[src/rtl/serial_bus_arbiter_if.sv]
// rtl/serial_bus_arbiter_if.sv - serial bus request/grant/split signal bundle
// master: arbiter side (drives grants); slave: requester side (drives requests).
interface serial_bus_arbiter_if #(
    parameter int MASTER_NO = 2
);
    logic [MASTER_NO-1:0] bus_req;
    logic [MASTER_NO-1:0] bus_util;
    logic [MASTER_NO-1:0] split_on;
    logic [MASTER_NO-1:0] bus_grant;
    logic [MASTER_NO-1:0] split_en;
    logic [2:0]           owner_id;
    logic                 bus_busy;
    logic [MASTER_NO-1:0] split_pending;

    modport master (
        input  bus_req, bus_util, split_on,
        output bus_grant, split_en, owner_id, bus_busy, split_pending
    );

    modport slave (
        output bus_req, bus_util, split_on,
        input  bus_grant, split_en, owner_id, bus_busy, split_pending
    );
endinterface

[src/rtl/serial_bus_arbiter.sv]
// rtl/serial_bus_arbiter.sv - fixed-priority serial bus arbiter with split pre-emption
// Master 0 has highest priority; a lower-priority owner may be split off and re-granted later.
module serial_bus_arbiter #(
    parameter int MASTER_NO     = 2,
    parameter int GRANT_TIMEOUT = 8,
    parameter int SPLIT_ENABLE  = 1
) (
    input  logic                   clk,
    input  logic                   rst,
    serial_bus_arbiter_if.master   bus
);
    localparam int IDW = (MASTER_NO > 1) ? $clog2(MASTER_NO) : 1;
    localparam int TW  = $clog2(GRANT_TIMEOUT + 1);

    typedef enum logic [2:0] {
        IDLE    = 3'd0,
        GRANT   = 3'd1,
        BUSY    = 3'd2,
        SPLIT   = 3'd3,
        RELEASE = 3'd4
    } state_t;

    state_t               state_q, state_d;
    logic [MASTER_NO-1:0] grant_q, grant_d;
    logic [MASTER_NO-1:0] split_en_q, split_en_d;
    logic [MASTER_NO-1:0] pend_q, pend_d;
    logic [IDW-1:0]       owner_q, owner_d;
    logic [TW-1:0]        tmo_q, tmo_d;

    logic [IDW-1:0]       cand;
    logic                 cand_valid;
    logic [MASTER_NO-1:0] below_mask;
    logic                 higher_req;

    // Lowest-index requester wins; scan downwards so the last hit is the lowest.
    always_comb begin
        cand       = '0;
        cand_valid = 1'b0;
        for (int i = MASTER_NO - 1; i >= 0; i--) begin
            if (bus.bus_req[i]) begin
                cand       = IDW'(i);
                cand_valid = 1'b1;
            end
        end
    end

    always_comb begin
        below_mask = '0;
        for (int i = 0; i < MASTER_NO; i++) begin
            below_mask[i] = (IDW'(i) < owner_q);
        end
        higher_req = |(bus.bus_req & below_mask);
    end

    always_ff @(posedge clk or posedge rst) begin
        if (rst) begin
            state_q    <= IDLE;
            grant_q    <= '0;
            split_en_q <= '0;
            pend_q     <= '0;
            owner_q    <= '0;
            tmo_q      <= '0;
        end else begin
            state_q    <= state_d;
            grant_q    <= grant_d;
            split_en_q <= split_en_d;
            pend_q     <= pend_d;
            owner_q    <= owner_d;
            tmo_q      <= tmo_d;
        end
    end

    // Grant and owner are dropped on entry to RELEASE so that cycle carries no grant.
    always_comb begin
        state_d    = state_q;
        grant_d    = grant_q;
        split_en_d = '0;
        pend_d     = pend_q;
        owner_d    = owner_q;
        tmo_d      = tmo_q;
        case (state_q)
            IDLE: begin
                if (cand_valid) begin
                    owner_d       = cand;
                    grant_d       = '0;
                    grant_d[cand] = 1'b1;
                    tmo_d         = '0;
                    pend_d[cand]  = 1'b0;
                    state_d       = GRANT;
                end
            end
            GRANT: begin
                if (bus.bus_util[owner_q]) begin
                    state_d = BUSY;
                end else if (!bus.bus_req[owner_q] || tmo_q == TW'(GRANT_TIMEOUT - 1)) begin
                    grant_d = '0;
                    owner_d = '0;
                    state_d = RELEASE;
                end else begin
                    tmo_d = tmo_q + 1'b1;
                end
            end
            BUSY: begin
                if (!bus.bus_util[owner_q]) begin
                    grant_d = '0;
                    owner_d = '0;
                    state_d = RELEASE;
                end else if (SPLIT_ENABLE != 0 && higher_req) begin
                    split_en_d[owner_q] = 1'b1;
                    state_d             = SPLIT;
                end
            end
            SPLIT: begin
                if (bus.split_on[owner_q] || !bus.bus_util[owner_q]) begin
                    if (bus.split_on[owner_q]) begin
                        pend_d[owner_q] = 1'b1;
                    end
                    grant_d = '0;
                    owner_d = '0;
                    state_d = RELEASE;
                end
            end
            RELEASE: begin
                grant_d = '0;
                owner_d = '0;
                state_d = IDLE;
            end
            default: begin
                grant_d = '0;
                owner_d = '0;
                state_d = IDLE;
            end
        endcase
    end

    assign bus.bus_grant     = grant_q;
    assign bus.split_en      = split_en_q;
    assign bus.split_pending = pend_q;
    assign bus.owner_id      = 3'(owner_q);
    assign bus.bus_busy      = (state_q == GRANT) || (state_q == BUSY) || (state_q == SPLIT);
endmodule

[src/flat_wrapper.sv]
// flat-port wrapper written by rule: the top's interface ports become plain ports
module serial_bus_arbiter_flat 
#(
    parameter int MASTER_NO     = 2,
    parameter int GRANT_TIMEOUT = 8,
    parameter int SPLIT_ENABLE  = 1
)
  (clk, rst, bus_bus_req, bus_bus_util, bus_split_on, bus_bus_grant, bus_split_en, bus_owner_id, bus_bus_busy, bus_split_pending);
  serial_bus_arbiter_if #(.MASTER_NO(MASTER_NO)) bus_i ();
  input  logic clk;
  input  logic rst;
  input wire logic [$bits(bus_i.bus_req)-1:0] bus_bus_req;
  input wire logic [$bits(bus_i.bus_util)-1:0] bus_bus_util;
  input wire logic [$bits(bus_i.split_on)-1:0] bus_split_on;
  output wire logic [$bits(bus_i.bus_grant)-1:0] bus_bus_grant;
  output wire logic [$bits(bus_i.split_en)-1:0] bus_split_en;
  output wire logic [$bits(bus_i.owner_id)-1:0] bus_owner_id;
  output wire logic [$bits(bus_i.bus_busy)-1:0] bus_bus_busy;
  output wire logic [$bits(bus_i.split_pending)-1:0] bus_split_pending;
  assign bus_i.bus_req = bus_bus_req;
  assign bus_i.bus_util = bus_bus_util;
  assign bus_i.split_on = bus_split_on;
  assign bus_bus_grant = bus_i.bus_grant;
  assign bus_split_en = bus_i.split_en;
  assign bus_owner_id = bus_i.owner_id;
  assign bus_bus_busy = bus_i.bus_busy;
  assign bus_split_pending = bus_i.split_pending;
  serial_bus_arbiter #(.MASTER_NO(MASTER_NO), .GRANT_TIMEOUT(GRANT_TIMEOUT), .SPLIT_ENABLE(SPLIT_ENABLE)) u_core (.clk(clk), .rst(rst), .bus(bus_i));
endmodule
[config.mk]
export PLATFORM = sky130hd
export DESIGN_NAME = serial_bus_arbiter_flat
export DESIGN_NICKNAME = d
export VERILOG_FILES = /design/src/rtl/serial_bus_arbiter_if.sv /design/src/rtl/serial_bus_arbiter.sv /design/src/flat_wrapper.sv
export SDC_FILE = /design/constraint.sdc
export NUM_CORES = 1
export LEC_CHECK = 0
export CAP_MARGIN = 5
export CORE_ASPECT_RATIO = 1.25
export CORE_MARGIN = 2
export CORE_UTILIZATION = 25
export CTS_BUF_LIST = sky130_fd_sc_hd__clkbuf_16
export DETAILED_ROUTE_END_ITERATION = 8
export SYNTH_ARGS = -nofsm -noshare
export SYNTH_HDL_FRONTEND = slang
export SYNTH_SLANG_ARGS = --single-unit
export TNS_END_PERCENT = 20
[constraint.sdc]
create_clock -name clk -period 3.5 [get_ports clk]
set_clock_uncertainty 0.05 [all_clocks]
set_input_delay 0.525 -clock clk [delete_from_list [all_inputs] [get_ports clk]]
set_output_delay 0.525 -clock clk [all_outputs]
set_load 0.05 [all_outputs]
==> impl_results.md <==
* Status: completed
* Synth cell types at 34
* Worst Slack Setup Final at between 1000 and 1500 ps
* Total core area at ~3000 µm²
* DRC viols at 0
* Min Hold Slack at ~430 ps
* CTS Buffer Depth at 2
* Worst setup SP type: flop
* 1st-pass router iterations at 4
* Combinational Power Share at 45.6%
* Synthesized instance count at roughly 90
* Worst hold path class: reg -> reg
* CP Data Required Time at between 2000 and 3000 ps
* Layout Nets at 114
* Beginning of the worst hold path: u_core.bus.split_pending[1]$_DFFE_PP0P_
* Via density at between 4 and 5
* CTS sink cnt at 13
* Final Power at around 930 µW
* Sw Pwr at slightly above 400 µW
* Seq pwr share at ~31%
* Initial antenna violation count at 0
* Final Cycle Share at 68.3%
* Remaining antenna violation count at 0
* Ant. Diodes at 0
* Max-Cap Viols at 0
* Gp weighted congestion at around 0.87
* Pleak at between 0.4 and 0.5 nW
* Register bit total from synthesis at 13
* Final min period at 2390 ps
* Wire per inst at between 10 and 15 µm
* Ratio of cells with drive above 1 in the final layout at under 10%
* Power Internal at between 500 and 600 µW
* P&R area growth vs syn at 28.8%
* Worst-Skew Late Latency at approximately 240 ps
* Die Y at about 67 µm
* FF/Latch Area at around 330 µm²
* Fin. Hold Viols at 0
* Final WL at between 1500 and 2000 µm
* Initial DRC count at 10
* Seq/Total Area, Yosys at 40.9%
* Most frequent cells in the layout: 15 x clkdlybuf4s50_1, 13 x dfrtp_1, 11 x nand2_1
* Slew @ Worst Pin at about 470 ps
* Global route total overflow at 0
* Num rows at 22
* Post-CTS setup buffers at 0
* Rel. slew slack at between 60% and 70%
* DP Wirelength at ~1300 µm
* Hold Buf Count CTS at 0
* Pre-CTS WS at 1320 ps
* Avg Cell Area, Syn at about 8.7 µm²
* Count of final setup violators at 0
* TritonCTS clock tree: yes
* Num ports at 18
* Part of the power in the clock network at between 20% and 30%
* Vias at 675
* Tot GR Track Use at roughly 12%
* Number of global-route vias before repair at roughly 670
* P per Cell Area at 904 nW/µm²
* CP arrival at 1820 ps
* Starting Density at 26.5%
* Peak supply drop at 0.529 mV
* Highest Clock Rate at between 400 and 500 MHz
* Crit path from: u_core.state_q[1]$_DFFE_PP0P_
* # fillers at roughly 300
* CTS H-tree lvls at 1
* First-pass GRT wire length at 2980 µm
* Netlist Area Pre-Place at between 700 and 800 µm²
* Port Buf Inserts at 15
* Switching share of power at 43.9%
* Die area at around 3700 µm²
* RSZ-0062 raised after global routing: no
* RR Startpoint: u_core.state_q[0]$_DFFE_PP0P_
* Die outline width at 54.5 µm
* Worst-path clk slew at 40 ps
* Most common cell after layout, fill and taps aside: clkdlybuf4s50_1
* Root buffer cell: clkbuf_16
* Area taken by multi-input logic gates at around 410 µm²
* Post-Route Setup TNS at 0 ps
* Post-CTS Resized at 0
* Nature of the critical path endpoint: primary output
* CTS Buf Count at 3
* Pin count of the biggest net entering global routing at 14
* Synth warn at 0
* Max Slew Vio Count at 0
* Setup CP Type: reg -> out
* Crit-path max FO at 13
[cell families after synthesis]
group                    synth area share, %
other                                  0.471
adder cells (fa/ha/maj)                 1.57
AO/OA/AOI/OAI                           17.9
flip-flops                              40.9
multiplexers                            5.82
AND/OR/NAND/NOR                         23.3
XOR/XNOR                                1.10
buffers and inverters                   8.96
[synth_stat cells]
cell type	count	area (µm²)
nor4_1	2	12.5
a21oi_1	6	30.0
inv_1	5	18.8
nand2_1	11	41.3
or3_1	1	6.26
buf_6	1	11.3
a211oi_1	1	7.51
o21ai_0	10	50.1
buf_1	1	3.75
xnor2_1	1	8.76
o41ai_1	1	8.76
mux2_4	1	15.0
nand2b_1	2	12.5
ha_1	1	12.5
nor3_1	1	5.00
nor4b_4	1	23.8
and3b_1	1	8.76
a31oi_1	2	12.5
nand4_1	1	6.26
nand3_1	1	5.00
clkbuf_1	2	7.51
o21bai_1	1	7.51
nor2_1	9	33.8
a21bo_2	1	10.0
buf_4	4	30.0
conb_1	1	3.75
a22oi_1	1	7.51
dfrtp_1	13	325
a41oi_1	1	8.76
mux2_2	1	11.3
or2b_1	1	7.51
nor3b_1	2	15.0
nand3b_1	1	7.51
mux2i_1	2	20.0
[power groups by stage]
stage / Combinational [mW] / Clock (mW) / Sequential (mW)
4_1_cts: 0.425 / 0.218 / 0.286
5_1_grt: 0.459 / 0.227 / 0.302
2_1_floorplan: 0.333 / 0 / 0.278
6_report: 0.422 / 0.214 / 0.289
3_5_place_dp: 0.424 / 0 / 0.287
3_3_place_gp: 0.420 / 0 / 0.287
[state kept, by name (all words and copies together) (netlist names)]
| register | flops |
|---|---|
| u_core.bus.split_en | 2 |
| u_core.tmo_q | 4 |
| u_core.bus.bus_grant | 2 |
| u_core.state_q | 3 |
| u_core.bus.split_pending | 2 |
[per-stage QoR]
step / utilization [%] / area, µm² / std cells
after CTS: 34.2 / 1020 / 140
after floorplan: - / 803 / 93
final: 34.2 / 1020 / 140
after global placement: 31.5 / 946 / 136
after global routing: 34.2 / 1020 / 140
after detailed placement: 31.5 / 946 / 136
[layer usage]
| metal | GRT usage, % | vias up | wire length (µm) |
|---|---|---|---|
| met1 | 14.4 | 317 | 753 |
| met3 | 1.35 | 5 | 47 |
| li1 | - | 338 | - |
| met4 | 8.44 | 0 | 53 |
| met2 | 17.8 | 15 | 854 |
| met5 | 0 | - | 0 |
[path summary, 6_finish.rpt]
path	endpoint	slack, ps	cells after the start
setup reg to reg	u_core.tmo_q[3]$_DFFE_PP0P_	1610	4
min in group asynchronous	u_core.bus.split_en[0]$_DFF_PP0_	560	2
setup / recovery	bus_bus_busy	1110	3
max in group asynchronous	u_core.tmo_q[1]$_DFFE_PP0P_	2500	2
hold reg to reg	u_core.bus.split_pending[1]$_DFFE_PP0P_	430	2
hold / removal	u_core.bus.split_pending[1]$_DFFE_PP0P_	430	2
[area by class of cell]
class | count | area share, %
Multi-Input combinational cell | 67 | 39.7
Sequential cell | 13 | 31.7
Timing Repair Buffer | 15 | 14.7
Clock buffer | 3 | 7.33
Tap cell | 36 | 4.40
Inverter | 5 | 1.83
Clock inverter | 1 | 0.366
[critical path, stage by stage, from the launching register on]
cell,delay (ps)
dfrtp_1,590
nor2_1,70
nor2_1,100
clkdlybuf4s50_1,810
Power figures use the tool's default switching activity.
